$ cat config.mk
export PLATFORM = sky130hd
export DESIGN_NAME = video_timing_ctrl
export DESIGN_NICKNAME = d
export VERILOG_FILES = /design/src/rtl/video_timing_ctrl.sv
export SDC_FILE = /design/constraint.sdc
export NUM_CORES = 1
export LEC_CHECK = 0
export BUFFER_PORTS_ARGS = -buffer_cell sky130_fd_sc_hd__buf_2
export CAP_MARGIN = 10
export CORE_MARGIN = 2
export CORE_UTILIZATION = 46
export DETAILED_ROUTE_END_ITERATION = 12
export PLACE_DENSITY = 0.7
export SYNTH_ARGS = -nofsm -noshare
export SYNTH_HDL_FRONTEND = slang
export SYNTH_SLANG_ARGS = --single-unit
$ cat constraint.sdc
create_clock -name hdmi_clk -period 3.05 [get_ports hdmi_clk]
set_clock_uncertainty 0.1 [all_clocks]
set_input_delay 0.61 -clock hdmi_clk [delete_from_list [all_inputs] [get_ports hdmi_clk]]
set_output_delay 0.61 -clock hdmi_clk [all_outputs]
set_load 0.03 [all_outputs]
$ cat src/rtl/video_timing_ctrl.sv
// Raster timing generator for the HDMI output path: pixel fetch requests one cycle
// ahead of the { display_enable, vsync, hsync } bundle. Req stage 1 cycle, hve 2 cycles.
// Starts and stops only on frame boundaries. Optional frame_count port: VIDEO_TIMING_CTRL_FRAME_COUNT_EN.
module video_timing_ctrl #(
  parameter int   H_ACTIVE  = 640,
  parameter int   H_FRONT   = 16,
  parameter int   H_SYNC    = 96,
  parameter int   H_BACK    = 48,
  parameter int   V_ACTIVE  = 480,
  parameter int   V_FRONT   = 10,
  parameter int   V_SYNC    = 2,
  parameter int   V_BACK    = 33,
  parameter logic HSYNC_POL = 1'b0,
  parameter logic VSYNC_POL = 1'b0
) (
  input  logic        hdmi_clk,
  input  logic        reset,
  input  logic        enable,
  output logic        req_valid,
  output logic [11:0] req_x,
  output logic [11:0] req_y,
  output logic [2:0]  hve_sync,
  output logic        frame_start,
  output logic        line_start,
  output logic        busy
`ifdef VIDEO_TIMING_CTRL_FRAME_COUNT_EN
  ,
  output logic [15:0] frame_count
`endif
);

  localparam int H_TOTAL = H_ACTIVE + H_FRONT + H_SYNC + H_BACK;
  localparam int V_TOTAL = V_ACTIVE + V_FRONT + V_SYNC + V_BACK;

  // The counters are 12 bits wide; larger rasters cannot be represented.
  generate
    if (H_TOTAL > 4095 || V_TOTAL > 4095) begin : g_bad_totals
      $fatal(1, "video_timing_ctrl: H_TOTAL/V_TOTAL must not exceed 4095");
    end
  endgenerate

  localparam logic [11:0] H_ACT_END  = 12'(H_ACTIVE);
  localparam logic [11:0] H_SYNC_BEG = 12'(H_ACTIVE + H_FRONT);
  localparam logic [11:0] H_SYNC_END = 12'(H_ACTIVE + H_FRONT + H_SYNC);
  localparam logic [11:0] H_LAST     = 12'(H_TOTAL - 1);
  localparam logic [11:0] V_ACT_END  = 12'(V_ACTIVE);
  localparam logic [11:0] V_SYNC_BEG = 12'(V_ACTIVE + V_FRONT);
  localparam logic [11:0] V_SYNC_END = 12'(V_ACTIVE + V_FRONT + V_SYNC);
  localparam logic [11:0] V_LAST     = 12'(V_TOTAL - 1);

  typedef enum logic [1:0] {
    IDLE  = 2'd0,
    RUN   = 2'd1,
    DRAIN = 2'd2
  } state_t;

  state_t      state;
  state_t      state_nxt;
  logic [11:0] h;
  logic [11:0] v;
  logic        running;
  logic        h_last;
  logic        v_last;
  logic        frame_end;
  logic        in_active;
  logic        in_hsync;
  logic        in_vsync;
  logic        hs_r;
  logic        vs_r;
  logic        de_d;
  logic        hs_d;
  logic        vs_d;

  assign running   = (state != IDLE);
  assign h_last    = (h == H_LAST);
  assign v_last    = (v == V_LAST);
  assign frame_end = h_last && v_last;
  assign in_active = (h < H_ACT_END) && (v < V_ACT_END);
  assign in_hsync  = (h >= H_SYNC_BEG) && (h < H_SYNC_END);
  assign in_vsync  = (v >= V_SYNC_BEG) && (v < V_SYNC_END);
  assign busy      = running;

  // State register.
  always_ff @(posedge hdmi_clk or negedge reset) begin
    if (!reset) begin
      state <= IDLE;
    end else begin
      state <= state_nxt;
    end
  end

  // Next state: leaving the raster is only allowed at the last pixel of a frame.
  always_comb begin
    state_nxt = state;
    case (state)
      IDLE:    if (enable) state_nxt = RUN;
      RUN:     if (!enable) state_nxt = DRAIN;
      DRAIN: begin
        if (enable)         state_nxt = RUN;
        else if (frame_end) state_nxt = IDLE;
      end
      default: state_nxt = IDLE;
    endcase
  end

  // Raster counters: held at the origin while idle, free-running otherwise.
  always_ff @(posedge hdmi_clk or negedge reset) begin
    if (!reset) begin
      h <= '0;
      v <= '0;
    end else if (!running) begin
      h <= '0;
      v <= '0;
    end else if (h_last) begin
      h <= '0;
      v <= v_last ? 12'd0 : v + 12'd1;
    end else begin
      h <= h + 12'd1;
    end
  end

  // Request stage: registered view of the current counter position, blank when idle.
  always_ff @(posedge hdmi_clk or negedge reset) begin
    if (!reset) begin
      req_valid   <= 1'b0;
      req_x       <= '0;
      req_y       <= '0;
      hs_r        <= 1'b0;
      vs_r        <= 1'b0;
      frame_start <= 1'b0;
      line_start  <= 1'b0;
    end else begin
      req_valid   <= running && in_active;
      req_x       <= (running && in_active) ? h : 12'd0;
      req_y       <= (running && in_active) ? v : 12'd0;
      hs_r        <= running && in_hsync;
      vs_r        <= running && in_vsync;
      frame_start <= running && (h == 12'd0) && (v == 12'd0);
      line_start  <= running && (h == 12'd0);
    end
  end

  // Output stage: the request stage delayed one cycle, to line up with returned pixels.
  always_ff @(posedge hdmi_clk or negedge reset) begin
    if (!reset) begin
      de_d <= 1'b0;
      hs_d <= 1'b0;
      vs_d <= 1'b0;
    end else begin
      de_d <= req_valid;
      hs_d <= hs_r;
      vs_d <= vs_r;
    end
  end

  // Syncs are kept active-high internally; polarity is applied only at the pins.
  assign hve_sync = {de_d,
                     vs_d ? VSYNC_POL : ~VSYNC_POL,
                     hs_d ? HSYNC_POL : ~HSYNC_POL};

`ifdef VIDEO_TIMING_CTRL_FRAME_COUNT_EN
  // Frames emitted since reset; survives idle periods and wraps naturally.
  always_ff @(posedge hdmi_clk or negedge reset) begin
    if (!reset) begin
      frame_count <= '0;
    end else if (frame_start) begin
      frame_count <= frame_count + 16'd1;
    end
  end
`endif

endmodule

### After elaboration in Yosys (flattened, before gate mapping)

Cells that the tools add are included.

| cells by class | value |
|---|---|
| add/sub/neg operators | 2 |
| magnitude comparators | 6 |
| equality and inequality tests | 8 |
| muxes and demuxes | 14 |
| reductions and logical operators | 14 |

Operators with widths:

| kind | number |
|---|---|
| $mux 12 | 7 |
| $add 12x1->12 const B | 2 |
| $eq 12x10->1 const B | 2 |
| $logic_not 12->1 | 2 |
| $lt 12x10->1 const B | 2 |
| $lt 12x9->1 const B | 2 |
| $ge 12x10->1 const B | 1 |
| $ge 12x9->1 const B | 1 |
| $logic_and 1x1->1 | 9 |
| $mux 2 | 4 |
| $pmux 2 s3 | 1 |
| $ne 2x2->1 const B | 2 |
| $ne 3x3->1 const B | 1 |
| $reduce_and 3->1 | 1 |
| $eq 2x1->1 const B | 1 |
| $eq 2x2->1 const B | 1 |
| $logic_not 2->1 | 1 |
| $mux 1 | 2 |
| $ne 2x1->1 const B | 1 |
| $reduce_bool 2->1 | 1 |

| storage, ports and cells | value |
|---|---|
| flip-flop bits (word level) | 58 |
| input port bits | 3 |
| output and inout bits | 31 |

### Depth between registers and ports, before layout

Gate-level depths: netlist (run 1).

| depth | value |
|---|---|
| depth in word-level cells | 5 |
| gate-level depth with buffers | 7 |
| depth with buffers taken out | 6 |

### Worst setup path before layout (run 1)

OpenSTA, ideal clock, no wires.

| timing path | value |
|---|---|
| kind | reg2reg |
| start point | register state[0] |
| end point | register v[4] |
| data arrival time | 1.715 ns |
| required time | 2.885 ns |
| setup slack | 1.170 ns |
| stages on the path, launching flop included | 7 |
| buffers on the path | 1 |
| cell sequence | dfrtp_1 nor2_1 buf_2 inv_1 nand3_1 nor3_1 a31o_2 |

| on the way | value |
|---|---|
| longest elaborated chain between the ends | 2 |

RTL lines:

| element | line | text |
|---|---|---|
| from (decl) | 57 | `state_t state;` |
| from (signal assigned) | 88 | `state <= state_nxt;` |
| $reduce_bool 2->1 (*) | 74 | `assign running = (state != IDLE);` |
| via busy | 25 | `output logic busy` |
| $ne 2x1->1 (no source line) or $mux 12 (tied branches) | - |  |
| to (signal assigned) | 116 | `v <= v_last ? 12'd0 : v + 12'd1;` |
| to (decl) | 60 | `logic [11:0] v;` |

The timed path passes the listed nets; every way through them passes the cells marked *.
A chain may end at the register's enable or synchronous reset.

### Final worst setup path (run 1)

| timing path | value |
|---|---|
| start point | register state[0] |
| end point | output busy |

| on the way | value |
|---|---|
| longest elaborated chain between the ends | 1 |

RTL lines:

| element | line |
|---|---|
| $reduce_bool 2->1 | 74 |
| to (decl) | 25 |

No other way between the ends.

==> results of run 1 <==
[worst max-delay path, delay by kind of cell, from the launching register on]
kind | cells | cell delay, ps
AND/OR/NAND/NOR | 1 | 600
buffers and inverters | 2 | 550
flip-flops | 1 | 400
[power groups by stage]
stage	logic, mW	clock network [mW]	registers [mW]
CTS	0.207	0.952	0.844
global placement	0.205	0	0.855
floorplan	0.0888	0	0.908
finish	0.205	0.940	0.845
detailed placement	0.206	0	0.858
global route	0.225	0.999	0.851
[routing by layer]
metal	track usage	routed length, µm	part of all wire
met1	0.254	2340	0.48
met2	0.238	2100	0.43
met4	0.111	154	0.031
met5	0	0	0
met3	0.0368	305	0.062
[state kept, by name (all words and copies together), names as in the netlist]
register and count:
h 12, req_x 12, req_y 12, v 12, state 2, de_d 1, frame_start 1, hs_d 1
hs_r 1, line_start 1, req_valid 1, vs_d 1, vs_r 1
[area by class of cell]
type	instances	area [µm²]	area share
sequential	58	1450	0.483
multi-input combinational	150	986	0.328
timing repair buffer	35	180	0.0599
clock buffer	11	141	0.0470
clock inverter	5	125	0.0416
tap	72	90.1	0.0300
inverter	9	33.8	0.0112
[Yosys cell counts, types with 4 or more instances]
cell | n | share of area
inv_1 | 9 | 0.013
nand3_1 | 8 | 0.016
buf_2 | 6 | 0.012
nand4_1 | 6 | 0.015
dfrtp_1 | 58 | 0.57
nor4_1 | 14 | 0.034
a22o_1 | 4 | 0.014
xor2_1 | 5 | 0.017
and4_1 | 5 | 0.017
and3_1 | 6 | 0.015
nor3_1 | 6 | 0.012
or3_1 | 4 | 0.0099
and2_1 | 15 | 0.037
xnor2_1 | 5 | 0.017
nand2_1 | 11 | 0.016
nor2_1 | 13 | 0.019
ha_1 | 4 | 0.020
[through the flow]
step                cells  worst slack (ps)  hold WS (ps)  instance area [µm²]
finish                340               452           170                 3010
global route          340               388           199                 3010
CTS                   340               436           180                 3010
detailed placement    324               699           235                 2740
global placement      324               743           232                 2740
floorplan             230              1170           214                 2550
[final timing paths]
path                       cells past startpoint         to
setup / recovery                               3       busy
hold / removal                                 2   req_x[8]
setup reg to reg                               5       v[4]
hold reg to reg                                0       hs_d
max in group asynchronous                      2  req_y[10]
min in group hdmi_clk                          0       hs_d
[logic make-up after synthesis]
family	synth area share
fa+ha+maj	0.0197
xor+xnor	0.0345
flops	0.572
compound gates	0.0833
buf+inv	0.0458
other cells	0.00148
simple gates	0.243
==> impl_metrics.csv, run 1 <==
group,metric,value,unit
run_status,status,"finished clean",
finish,postLayoutCoreUtil,0.556,
pwr,peakVddDrop,0.349,mV
grt,grt_max_degree,32,
yosys,synth_ff_type,"dfrtp_1",
worst_setup_path,crit_arrival,1890,ps
floorplanning,num_rows,27,
clock_network,cts.repair.resized,0,
finish,antennaDiodeCount,0,
pwr,power_leakage,1.44,nW
pwr,netSwitchingPower,467,µW
detailed_routing,drt-initial-drc-count,171,
timing,slew_violations,0,
timing,timing.fmax,385,MHz
grt,grt_pass1_wl,8180,µm
detailed_routing,drc_errors,0,
pwr,pwr-share-clk,0.472,
timing,worst_pin_slew,748,ps
placement,dp_hpwl,3210,µm
grt,antenna_found_initial,0,
clock_network,htree_levels,3,
finish,final_common_cell,"dfrtp_1",
grt,grt_pass1_vias,1675,
clock_network,cts_num_sinks,58,
clock_network,cts_setup_buffers,0,
timing,hold_viol_final,0,
detailed_routing,firstDrtPassIters,4,
worst_setup_path,r2r_slack,700,ps
floorplanning,ioPinCount,34,
yosys,synth.cell_area,2540,µm²
worst_setup_path,path_class,"reg -> out",
finish,fillerInstances,476,
detailed_routing,vias_per_cell,5.44,
timing,setup_tns,0,ps
worst_setup_path,timing.rr.start,"state[0]",
detailed_routing,routed_wl,4890,µm
finish,finalNetCount,270,
pwr,power,1.99,mW
yosys,ys_seq_area_frac,0.572,
clock_network,ctsHoldBuffers,0,
pwr,p_int,1.52,mW
placement,port_buffers,33,
yosys,ys_types,46,
worst_setup_path,cp_max_fo,11,
pwr,combPwrFrac,0.103,
yosys,yosysWarnings,0,
finish,area_delta_synth_final,18.5,%
clock_network,clkSlewWorstSetupHoldPaths,70,ps
timing,period_minus_slack,2600,ps
clock_network,cts-buffers-inserted,9,
clock_network,clock_latency,340,ps
yosys,avgSynthCellArea,11.2,µm²
yosys,synth_seq_cells,58,
pwr,pwr-share-seq,0.424,
detailed_routing,vias,1848,
timing,final.period_utilization,0.852,
floorplanning,die_area,6130,µm²
floorplanning,die_y,78.3,µm
worst_setup_path,slowest_stage,"nor2_1",
floorplanning,core,5410,µm²
timing,setup_violations,0,
detailed_routing,avgRoutedWirePerCell,14.4,µm
finish,layout-drive-gt1-share,0.201,
finish,final_cell_mix,"dfrtp_1, buf_2, and2_1",
placement,gp_congestion,0.865,
yosys,netlist_instances,226,
grt,track_usage,0.175,
worst_setup_path,cp_cell_sequence,"nor2_1 > inv_1 > buf_2",
job,max-cap-violations,0,
worst_setup_path,slowest_delay,600,ps
floorplanning,die_w,78.3,µm
floorplanning,initial_core_util,0.470,
clock_network,cts_tree,"built",
worst_setup_path,crit_start,"state[0]",
clock_network,cts_root_buffer,"clkbuf_8",
clock_network,clockBufferDepth,2,
yosys,synth-edff-count,0,
timing,rsz0062_at_grt,"false",
worst_setup_path,end_kind,"output port",
timing,relSlewSlack,0.500,
worst_setup_path,cp.required,2340,ps
yosys,async_reset_ff_frac,1.00,
detailed_routing,ant_nets,0,
worst_setup_path,cp-start-kind,"flop",
grt,grt-ovfl-total,0,
worst_hold_path,hp-class,"in -> async",
pwr,p_per_area,662,nW/µm²
pwr,p_sw_frac,0.235,
Power figures use the tool's default switching activity.
==> run 2: changes to the inputs <==
--- a/config.mk
+++ b/config.mk
@@ -7,10 +7,13 @@
 export LEC_CHECK = 0
 export BUFFER_PORTS_ARGS = -buffer_cell sky130_fd_sc_hd__buf_2
 export CAP_MARGIN = 10
+export CELL_PAD_IN_SITES_DETAIL_PLACEMENT = 0
+export CELL_PAD_IN_SITES_GLOBAL_PLACEMENT = 2
 export CORE_MARGIN = 2
-export CORE_UTILIZATION = 46
+export CORE_UTILIZATION = 40
 export DETAILED_ROUTE_END_ITERATION = 12
-export PLACE_DENSITY = 0.7
+export HOLD_SLACK_MARGIN = 0.15
+export PLACE_DENSITY = 0.87
 export SYNTH_ARGS = -nofsm -noshare
 export SYNTH_HDL_FRONTEND = slang
 export SYNTH_SLANG_ARGS = --single-unit
==> impl_metrics.csv, run 2 (synthesized netlist as in run 1, its figures left out) <==
group,metric,value,unit
run_status,status,"finished clean",
floorplanning,die_w,83.7,µm
clock_network,htree_levels,3,
clock_network,clock_latency,320,ps
timing,period_minus_slack,2660,ps
pwr,power,1.67,mW
grt,grt_pass1_wl,8550,µm
pwr,p_int,1.21,mW
finish,final_cell_mix,"dfrtp_1, buf_2, and2_1",
timing,slew_violations,0,
placement,dp_hpwl,3330,µm
floorplanning,num_rows,29,
floorplanning,core,6240,µm²
worst_hold_path,min_to,"hs_d",
clock_network,clkSlewWorstSetupHoldPaths,60,ps
floorplanning,die_y,83.7,µm
detailed_routing,firstDrtPassIters,4,
finish,area_delta_synth_final,14.7,%
clock_network,clockBufferDepth,2,
floorplanning,initial_core_util,0.407,
detailed_routing,vias,1767,
job,max-cap-violations,0,
clock_network,cts.repair.resized,0,
timing,worst_pin_slew,859,ps
pwr,pwr-share-clk,0.368,
worst_hold_path,worstHoldStart,"hs_r",
pwr,combPwrFrac,0.125,
pwr,peakVddDrop,0.264,mV
worst_setup_path,cp.required,2340,ps
finish,antennaDiodeCount,0,
worst_setup_path,timing.rr.start,"state[0]",
pwr,netSwitchingPower,455,µW
finish,layout-drive-gt1-share,0.192,
worst_setup_path,cp_max_fo,11,
detailed_routing,routed_wl,5030,µm
worst_setup_path,r2r_cells,5,
timing,final.period_utilization,0.871,
pwr,pwr-share-seq,0.507,
finish,fin_area,2910,µm²
finish,final_common_cell,"dfrtp_1",
pwr,p_per_area,572,nW/µm²
clock_network,cts-buffers-inserted,9,
worst_hold_path,hp-class,"reg -> reg",
pwr,power_leakage,1.39,nW
worst_setup_path,r2r_slack,640,ps
worst_setup_path,r2r_end,"frame_start",
detailed_routing,avgRoutedWirePerCell,14.7,µm
clock_network,cts_setup_buffers,0,
timing,setup_tns,0,ps
placement,gp_congestion,0.806,
detailed_routing,drt-initial-drc-count,127,
clock_network,cts_tree,"built",
timing,relSlewSlack,0.425,
timing,timing.fmax,376,MHz
grt,antenna_found_initial,0,
detailed_routing,vias_per_cell,5.15,
worst_hold_path,hold_path_depth,0,
floorplanning,die_area,7000,µm²
clock_network,cts_num_sinks,58,
detailed_routing,drc_errors,0,
timing,finalWorstSetupSlack,393,ps
pwr,p_sw_frac,0.273,
clock_network,ctsHoldBuffers,0,
worst_setup_path,end_kind,"output port",
worst_setup_path,cp-start-kind,"flop",
clock_network,cts_root_buffer,"clkbuf_8",
finish,finalNetCount,269,
worst_setup_path,path_class,"reg -> out",
placement,dp_slack,689,ps
detailed_routing,ant_nets,0,
placement,placed_area,2740,µm²
timing,hold_viol_final,0,
grt,grt_pass1_vias,1687,
worst_setup_path,crit_arrival,1950,ps
timing,rsz0062_at_grt,"false",
placement,port_buffers,33,
grt,track_usage,0.155,
timing,setup_violations,0,
floorplanning,ioPinCount,34,
grt,grt-ovfl-total,0,
grt,grt_max_degree,59,
run 2: cell types whose count changed in the layout (fill, tap and decap cells not counted):
cell,change
clkbuf_8,+1
clkinvlp_4,+1
bufinv_16,-4
buf_4,-1
clkbuf_1,+1
run 2: final cells by class:
type,count,area (µm²)
Clock inverter,2,12.5
Multi-Input combinational cell,150,986
Timing Repair Buffer,34,173
Inverter,9,33.8
Clock buffer,13,159
Sequential cell,58,1450
Fill cell,596,3330
Tap cell,77,96.3
run 2: power groups by stage:
stage | Combinational [mW] | Clock (mW) | Sequential [mW]
2_1_floorplan | 0.0888 | 0 | 0.908
3_3_place_gp | 0.208 | 0 | 0.855
3_5_place_dp | 0.209 | 0 | 0.858
4_1_cts | 0.211 | 0.630 | 0.844
5_1_grt | 0.227 | 0.667 | 0.851
6_report | 0.208 | 0.614 | 0.844
run 2: critical path, stage by stage (launching register included):
cell     delay (ps)
dfrtp_1         400
nor2_1          680
inv_1           280
buf_2           260
run 2: stage by stage:
step	hold WS, ps	instances	utilization
after detailed placement	237	328	0.439
final	246	343	0.467
after global routing	275	343	0.467
after CTS	250	343	0.467
after floorplan	214	230	-
after global placement	232	328	0.439
run 2: layer usage:
metal  wire, µm  GRT usage  share of wire  vias up
met5          0          0              0        -
met4        100     0.0660          0.020        0
met3        213     0.0336          0.042       10
met2       2130      0.217           0.42       41
met1       2580      0.231           0.51      828
li1           -          -              -      888
run 2: worst max path at each step:
stage | startpoint | endpoint | slack, ps | cells after the start
floorplan | state[0] | v[4] | 1170 | 6
detailed placement | state[0] | v[4] | 690 | 5
CTS | state[0] | busy | 420 | 3
global placement | state[0] | v[4] | 690 | 5
global route | state[0] | busy | 260 | 3
finish | state[0] | busy | 390 | 3
